==> src/rtl/mag_seq_ctrl.sv <==
// Frame sequencer sharing one magnitude estimator across all FFT bins.
// Streams per-bin magnitudes over valid/ready and tracks the frame peak.
module mag_seq_ctrl #(
  parameter int WIDTH  = 16,
  parameter int N      = 256,
  parameter int ADDR_W = $clog2(N)
) (
  input  logic              clk,
  input  logic              rst_n,
  input  logic              start,
  input  logic              abort,
  output logic              busy,
  output logic              done,
  output logic              rd_en,
  output logic [ADDR_W-1:0] rd_addr,
  input  logic [WIDTH-1:0]  rd_real,
  input  logic [WIDTH-1:0]  rd_imag,
  output logic [WIDTH-1:0]  est_real,
  output logic [WIDTH-1:0]  est_imag,
  input  logic [WIDTH:0]    est_mag,
  output logic              out_valid,
  input  logic              out_ready,
  output logic [WIDTH:0]    out_mag,
  output logic [ADDR_W-1:0] out_bin,
  output logic [WIDTH:0]    peak_mag,
  output logic [ADDR_W-1:0] peak_bin
);

  typedef enum logic [2:0] {
    IDLE,
    FETCH,
    LATCH,
    CALC,
    EMIT,
    DONE
  } state_t;

  localparam logic [ADDR_W-1:0] LAST = ADDR_W'(N - 1);
  localparam logic [ADDR_W-1:0] INC  = ADDR_W'(1);

  state_t            state;
  logic [ADDR_W-1:0] idx;

  always_ff @(posedge clk or negedge rst_n) begin
    if (!rst_n) begin
      state     <= IDLE;
      idx       <= '0;
      busy      <= 1'b0;
      done      <= 1'b0;
      rd_en     <= 1'b0;
      rd_addr   <= '0;
      est_real  <= '0;
      est_imag  <= '0;
      out_valid <= 1'b0;
      out_mag   <= '0;
      out_bin   <= '0;
      peak_mag  <= '0;
      peak_bin  <= '0;
    end else if (abort) begin
      // in-flight beat is dropped; peak keeps partial result
      state     <= IDLE;
      busy      <= 1'b0;
      done      <= 1'b0;
      rd_en     <= 1'b0;
      out_valid <= 1'b0;
    end else begin
      done  <= 1'b0;
      rd_en <= 1'b0;
      unique case (state)
        IDLE: begin
          if (start) begin
            idx      <= '0;
            peak_mag <= '0;
            peak_bin <= '0;
            busy     <= 1'b1;
            rd_en    <= 1'b1;
            rd_addr  <= '0;
            state    <= FETCH;
          end
        end
        FETCH: begin
          state <= LATCH;
        end
        LATCH: begin
          est_real <= rd_real;
          est_imag <= rd_imag;
          state    <= CALC;
        end
        CALC: begin
          out_mag   <= est_mag;
          out_bin   <= idx;
          out_valid <= 1'b1;
          if (est_mag > peak_mag) begin
            peak_mag <= est_mag;
            peak_bin <= idx;
          end
          state <= EMIT;
        end
        EMIT: begin
          if (out_ready) begin
            out_valid <= 1'b0;
            if (idx == LAST) begin
              done  <= 1'b1;
              state <= DONE;
            end else begin
              idx     <= idx + INC;
              rd_en   <= 1'b1;
              rd_addr <= idx + INC;
              state   <= FETCH;
            end
          end
        end
        DONE: begin
          busy  <= 1'b0;
          state <= IDLE;
        end
        default: begin
          busy  <= 1'b0;
          state <= IDLE;
        end
      endcase
    end
  end

endmodule

==> config.mk <==
export PLATFORM = sky130hd
export DESIGN_NAME = mag_seq_ctrl
export DESIGN_NICKNAME = d
export VERILOG_FILES = /design/src/rtl/mag_seq_ctrl.sv
export SDC_FILE = /design/constraint.sdc
export NUM_CORES = 1
export LEC_CHECK = 0
export CORE_MARGIN = 2
export CORE_UTILIZATION = 41
export CTS_CLUSTER_SIZE = 30
export DETAILED_ROUTE_END_ITERATION = 12
export GPL_ROUTABILITY_DRIVEN = 0
export PLACE_DENSITY = 0.74
export SLEW_MARGIN = 20
export SYNTH_ARGS = -nofsm -noshare
export SYNTH_HDL_FRONTEND = slang
export SYNTH_SLANG_ARGS = --single-unit
==> constraint.sdc <==
create_clock -name clk -period 1.8 [get_ports clk]
set_input_delay 0.18 -clock clk [delete_from_list [all_inputs] [get_ports clk]]
set_output_delay 0.18 -clock clk [all_outputs]
set_load 0.005 [all_outputs]
Word-level counts from Yosys, hierarchy flattened
Cells that the tools add are included.

Register bits after elaboration: 97. Input port bits: 54. Output and inout bits: 94. Word-level logic and storage cells: 68.

Add/subtract/negate cells: 1. Magnitude comparators: 1. Equal/unequal tests: 12. Mux-type cells: 29. Bitwise operators: 1. Reduce and logical (&&, ||, !) cells: 12.

Operators with widths (count): $mux 17 (2); $pmux 17 s2 (1); $mux 8 (4); $pmux 8 s2 (2); $gt 17x17->1 (1); $pmux 3 s5 (1); $mux 1 (12); $mux 3 (4); $reduce_and 2->1 (5); $add 8x1->8 const B (1); $eq 8x8->1 const B (1); $ne 2x2->1 const B (4); $eq 3x2->1 const B (2); $ne 3x3->1 const B (2); $pmux 1 s2 (3); $reduce_and 5->1 (1); $reduce_and 4->1 (1); $reduce_bool 2->1 (2); $reduce_or 4->1 (1); $eq 3x1->1 const B (1); $eq 3x3->1 const B (1); $logic_not 3->1 (1); $reduce_bool 3->1 (1); $ne 2x1->1 const B (1); $not 1->1 (1).

Logic depth before layout (Yosys ltp)
Word-level depth: 5. Gate-level depth with buffers: 9.

Worst setup path before layout
OpenSTA, ideal clock, no wires.

Path type: register -> register. Start: register peak_mag[8]. End: register peak_bin[5]. Setup time: 79 ps. Arrival time: 1810 ps. Data required time: 1721 ps. Path slack: -90 ps. Stages on the path, launching flop included: 10. Buffers on the path: 1. Clock period less this slack: 1890 ps. Cell sequence: dfrtp_1 -> inv_1 -> ha_1 -> nand4_1 -> nor2_1 -> o21a_1 -> o21ai_1 -> a21oi_4 -> buf_6 -> mux2i_1.

Longest elaborated chain between the ends: 3.

RTL lines: from (decl) (RTL line 25) `output logic [WIDTH:0] peak_mag,`; from (signal assigned) (RTL line 94) `peak_mag <= est_mag;`; $gt 17x17->1 (RTL line 93) `if (est_mag > peak_mag) begin`; $ne 2x2->1 (no source line); $reduce_and 4->1 (no source line); to (signal assigned) (RTL line 95) `peak_bin <= idx;`; to (decl) (RTL line 26) `output logic [ADDR_W-1:0] peak_bin`.

Every way passes these cells. A chain may end at the register's enable or synchronous reset.

Worst setup path in the final report
Start: register idx[0]. End: register idx[7].

Longest elaborated chain between the ends: 4. Elaborated cells between the ends (all ways): 7. Classes of those cells: add/sub (1); eq/ne (2); mux (3); reduce/logical (1).

RTL lines: from (decl) (RTL line 42) `logic [ADDR_W-1:0] idx;`; from (signal assigned) (RTL line 106) `idx <= idx + INC;`; $add 8x1->8 (RTL line 106); $mux 8 (RTL line 102) `if (idx == LAST) begin`; $mux 8 (RTL line 100) `if (out_ready) begin`; $pmux 8 s2 (RTL line 69) `unique case (state)`.

Several ways; a longest one is shown, not always the timed one. The select of a mux whose other input is x is not followed.

==> summary.txt <==
Synthesis
  • Post-synthesis adder-cell area fraction: 5.14%
  • Post-synthesis mux area share: between 20% and 30%
  • Most frequent cell after synthesis: dfrtp_1
  • Sequential cell area fraction in the yosys report: 55.4%
  • Ys async rst share: 100%
  • Post-Synth Simple-Gate Area: 8.19%
  • Synthesized flop and latch total: 97
  • Total nets after synthesis: 428
  • EDFF count, synth: 0
  • Synth top cells by count: dfrtp_1, mux2_2, inv_1
  • Yosys Warn Count: 0
  • Top cells by area, synth: dfrtp_1, mux2_2, mux2i_1
  • Mapped Cells: 356
  • Post-Synth XOR/XNOR Area: 1.20%
  • Avg Cell Area, Syn: 12.3 sq um
  • Synth area leader: dfrtp_1
  • Mapped cell area: ~4400 sq um
  • Yosys top cell area share: roughly 55%
  • Ys flop type: dfrtp_1
  • Main combinational cell family by area after synthesis: multiplexers
  • Synth cell types: 35
  • Post-synthesis compound-gate area fraction: 4.00%

Cells and area
  • Antenna cells: 0
  • Area Growth Syn to Fin: 52.4%
  • # nets final: 629
  • Share of post-route cells with drive strength above 1: about 26%
  • Reg area: 2430 sq um
  • Area of the multi-input gates: approximately 1800 sq um
  • Final instance area: 6680 sq um
  • Filler Cell Count: ~850
  • Post-layout instance count excluding filler cells: ~700

STA
  • Fin crit period: between 1.5 and 2 ns
  • Slew of the pin with the lowest slew margin: 0.381 ns
  • Setup violators final: 24
  • PnR worst setup slack: -0.0368 ns
  • Fmax: 0.544 GHz
  • Tcrit/Tclk final: 102%
  • Worst rel slew slack: 74.6%
  • RSZ-0062 raised after global routing: yes
  • Layout Skew: around 0.011 ns
  • Max Transition Viols Final: 0
  • Final hold violation count: 0

Clocking
  • CTS clk-pin slew, worst paths: 0.10 ns
  • CTS tree: done
  • CTS sink count: slightly below 100
  • Root Driver: clkbuf_8
  • CTS H-tree lvls: 3
  • CTS Buf Count: 9
  • Worst-case clock buffer depth: 2
  • Clock Latency Late Sink: 0.35 ns

Setup path
  • CP Max Fanout: 3
  • CP Class: reg -> reg
  • Worst Path Required: 2.05 ns
  • Crit start category: register
  • Worst Setup End Kind: register
  • CP arrival: 2.09 ns

Route
  • First DRT Iteration DRCs: 110
  • Detail Route Antenna Nets: 0
  • Avg WL per Cell: 15.0 um
  • Via count: 3342
  • Final wirelength: 10.5 mm
  • DRC viols: 0
  • Routed vias/inst: about 4.8
  • Drt pass-1 iters: 5

Floorplan
  • Placeable Area: 10400 sq um
  • Chip height: between 100 and 150 um
  • Die area: 11500 sq um
  • Die Span X: 107 um
  • Initial cell density of the core: 42.3%
  • Top-Level Pins: 148
  • Row count: 37

Hold path
  • Class of the worst hold path: in -> async

Global route
  • Largest net degree at the start of global routing: 38
  • M2 GR Usage: 31.3%
  • Antenna violations before repair: 0
  • Routing usage on met1: 24.6%
  • Total grt overflow: 0
  • GR Layer Usage met3: 3.93%
  • GRT busiest layer: met2
  • Global-route wire length before repair: between 15 and 20 mm
  • Number of global-route vias before repair: 3551
  • GRT Total Usage: 18.8%

Placed design
  • Placed Area: between 6000 and 7000 sq um
  • I/O Buffers: ~150
  • Hpwl dp: 7.98 mm
  • Placed Cells: 679

Power and ir drop
  • Worst vdd ir: 635 uV
  • Pwr/cell area: 1000 nW/um^2
  • Leak: a little under 0.003 uW

Job
  • Max-cap violation count: 0

Run status
  • Failing checks: setup timing
  • Status: complete, but fails checks
[cells by family after synthesis]
group,count (synthesis)
AOI/OAI and AO/OA,25
buffers and inverters,57
muxes,82
xor gates and xnor gates,6
DFF,97
and+or+nand+nor,71
adders and majority gates,18
[cell usage in the layout, fill, tap and decap left out, types with 3 or more instances in the layout]
cell type and instances:
nand2_1 32, nand3_1 10, ha_1 16, o21ai_0 4, inv_1 43, clkbuf_8 11
buf_12 6, mux2i_1 24, buf_4 49, mux2_2 56, xnor2_1 4, a21oi_1 10
nor2_1 7, clkdlybuf4s50_1 146, dfrtp_1 97, nand4_1 3, nor2_2 3, nor3_1 5
[registers in the layout (all words and copies together), names as in the netlist]
| signal | cells |
|---|---|
| busy | 1 |
| done | 1 |
| est_imag | 16 |
| est_real | 16 |
| idx | 8 |
| out_bin | 8 |
| out_mag | 17 |
| out_valid | 1 |
| peak_bin | 8 |
| peak_mag | 17 |
| rd_en | 1 |
| state | 3 |
[metrics by stage]
stage	setup slack, ns	util (%)	hold WS [ns]	power (uW)	setup TNS, ns
3_3_place_gp	-0.320	62.1	0.128	5330	-8.79
4_1_cts	-0.0536	64.2	0.281	6790	-0.909
6_report	-0.0368	64.4	0.276	6700	-0.380
5_1_grt	-0.170	64.4	0.296	7120	-4.11
2_1_floorplan	-0.0265	-	-0.116	3810	-0.387
3_5_place_dp	-0.380	62.1	0.131	5410	-10.12
[area by class of cell]
cell class                      instances  share of cell area [%]
Clock inverter                          5                   0.580
Sequential cell                        97                    36.3
Tap cell                              136                    2.55
Multi-Input combinational cell        202                    26.3
Clock buffer                           11                    2.27
Timing Repair Buffer                  203                    29.5
Inverter                               44                    2.47
[power breakdown]
part / internal (uW) / switching, uW / total (uW) / leakage (uW)
logic: 1600 / 686 / 2290 / 0.00157
registers: 2750 / 298 / 3050 / 0.00126
clock network: 587 / 776 / 1360 / 0.0000959
total: 4940 / 1760 / 6700 / 0.00292
[worst paths after layout]
kind                              start  slack [ns]  cells after the start            to
min in group clk             rd_real[1]        0.43                      2   est_real[1]
min                               rst_n        0.28                      2   peak_mag[3]
max                              idx[0]       -0.04                      7        idx[7]
max in group asynchronous         rst_n        0.99                      3        idx[4]
max reg2reg                      idx[0]       -0.04                      7        idx[7]
min reg2reg                est_real[13]        0.50                      1  est_real[13]
[layer usage]
| metal | vias to the layer above | wire length (um) |
|---|---|---|
| met5 | - | 0 |
| met4 | 0 | 63 |
| met3 | 4 | 714 |
| met2 | 103 | 5200 |
| met1 | 1636 | 4520 |
| li1 | 1599 | - |
[critical path, stage by stage (launching register included)]
cell and delay [ns]:
dfrtp_1 0.40, ha_2 0.20, and3_4 0.18, a311o_4 0.41
nor4_4 0.21, nand3_1 0.13, xnor2_1 0.15, nor2_1 0.05
[repair_timing]
action | CTS | global route
hold endpoints to repair | 25 | 0
setup buffers | 1 | 1
hold buffers | 1 | 0
endpoints found under the setup margin | 29 | 31
pin swaps | 0 | 5
resized for setup | 2 | 5
Power figures use the tool's default switching activity.
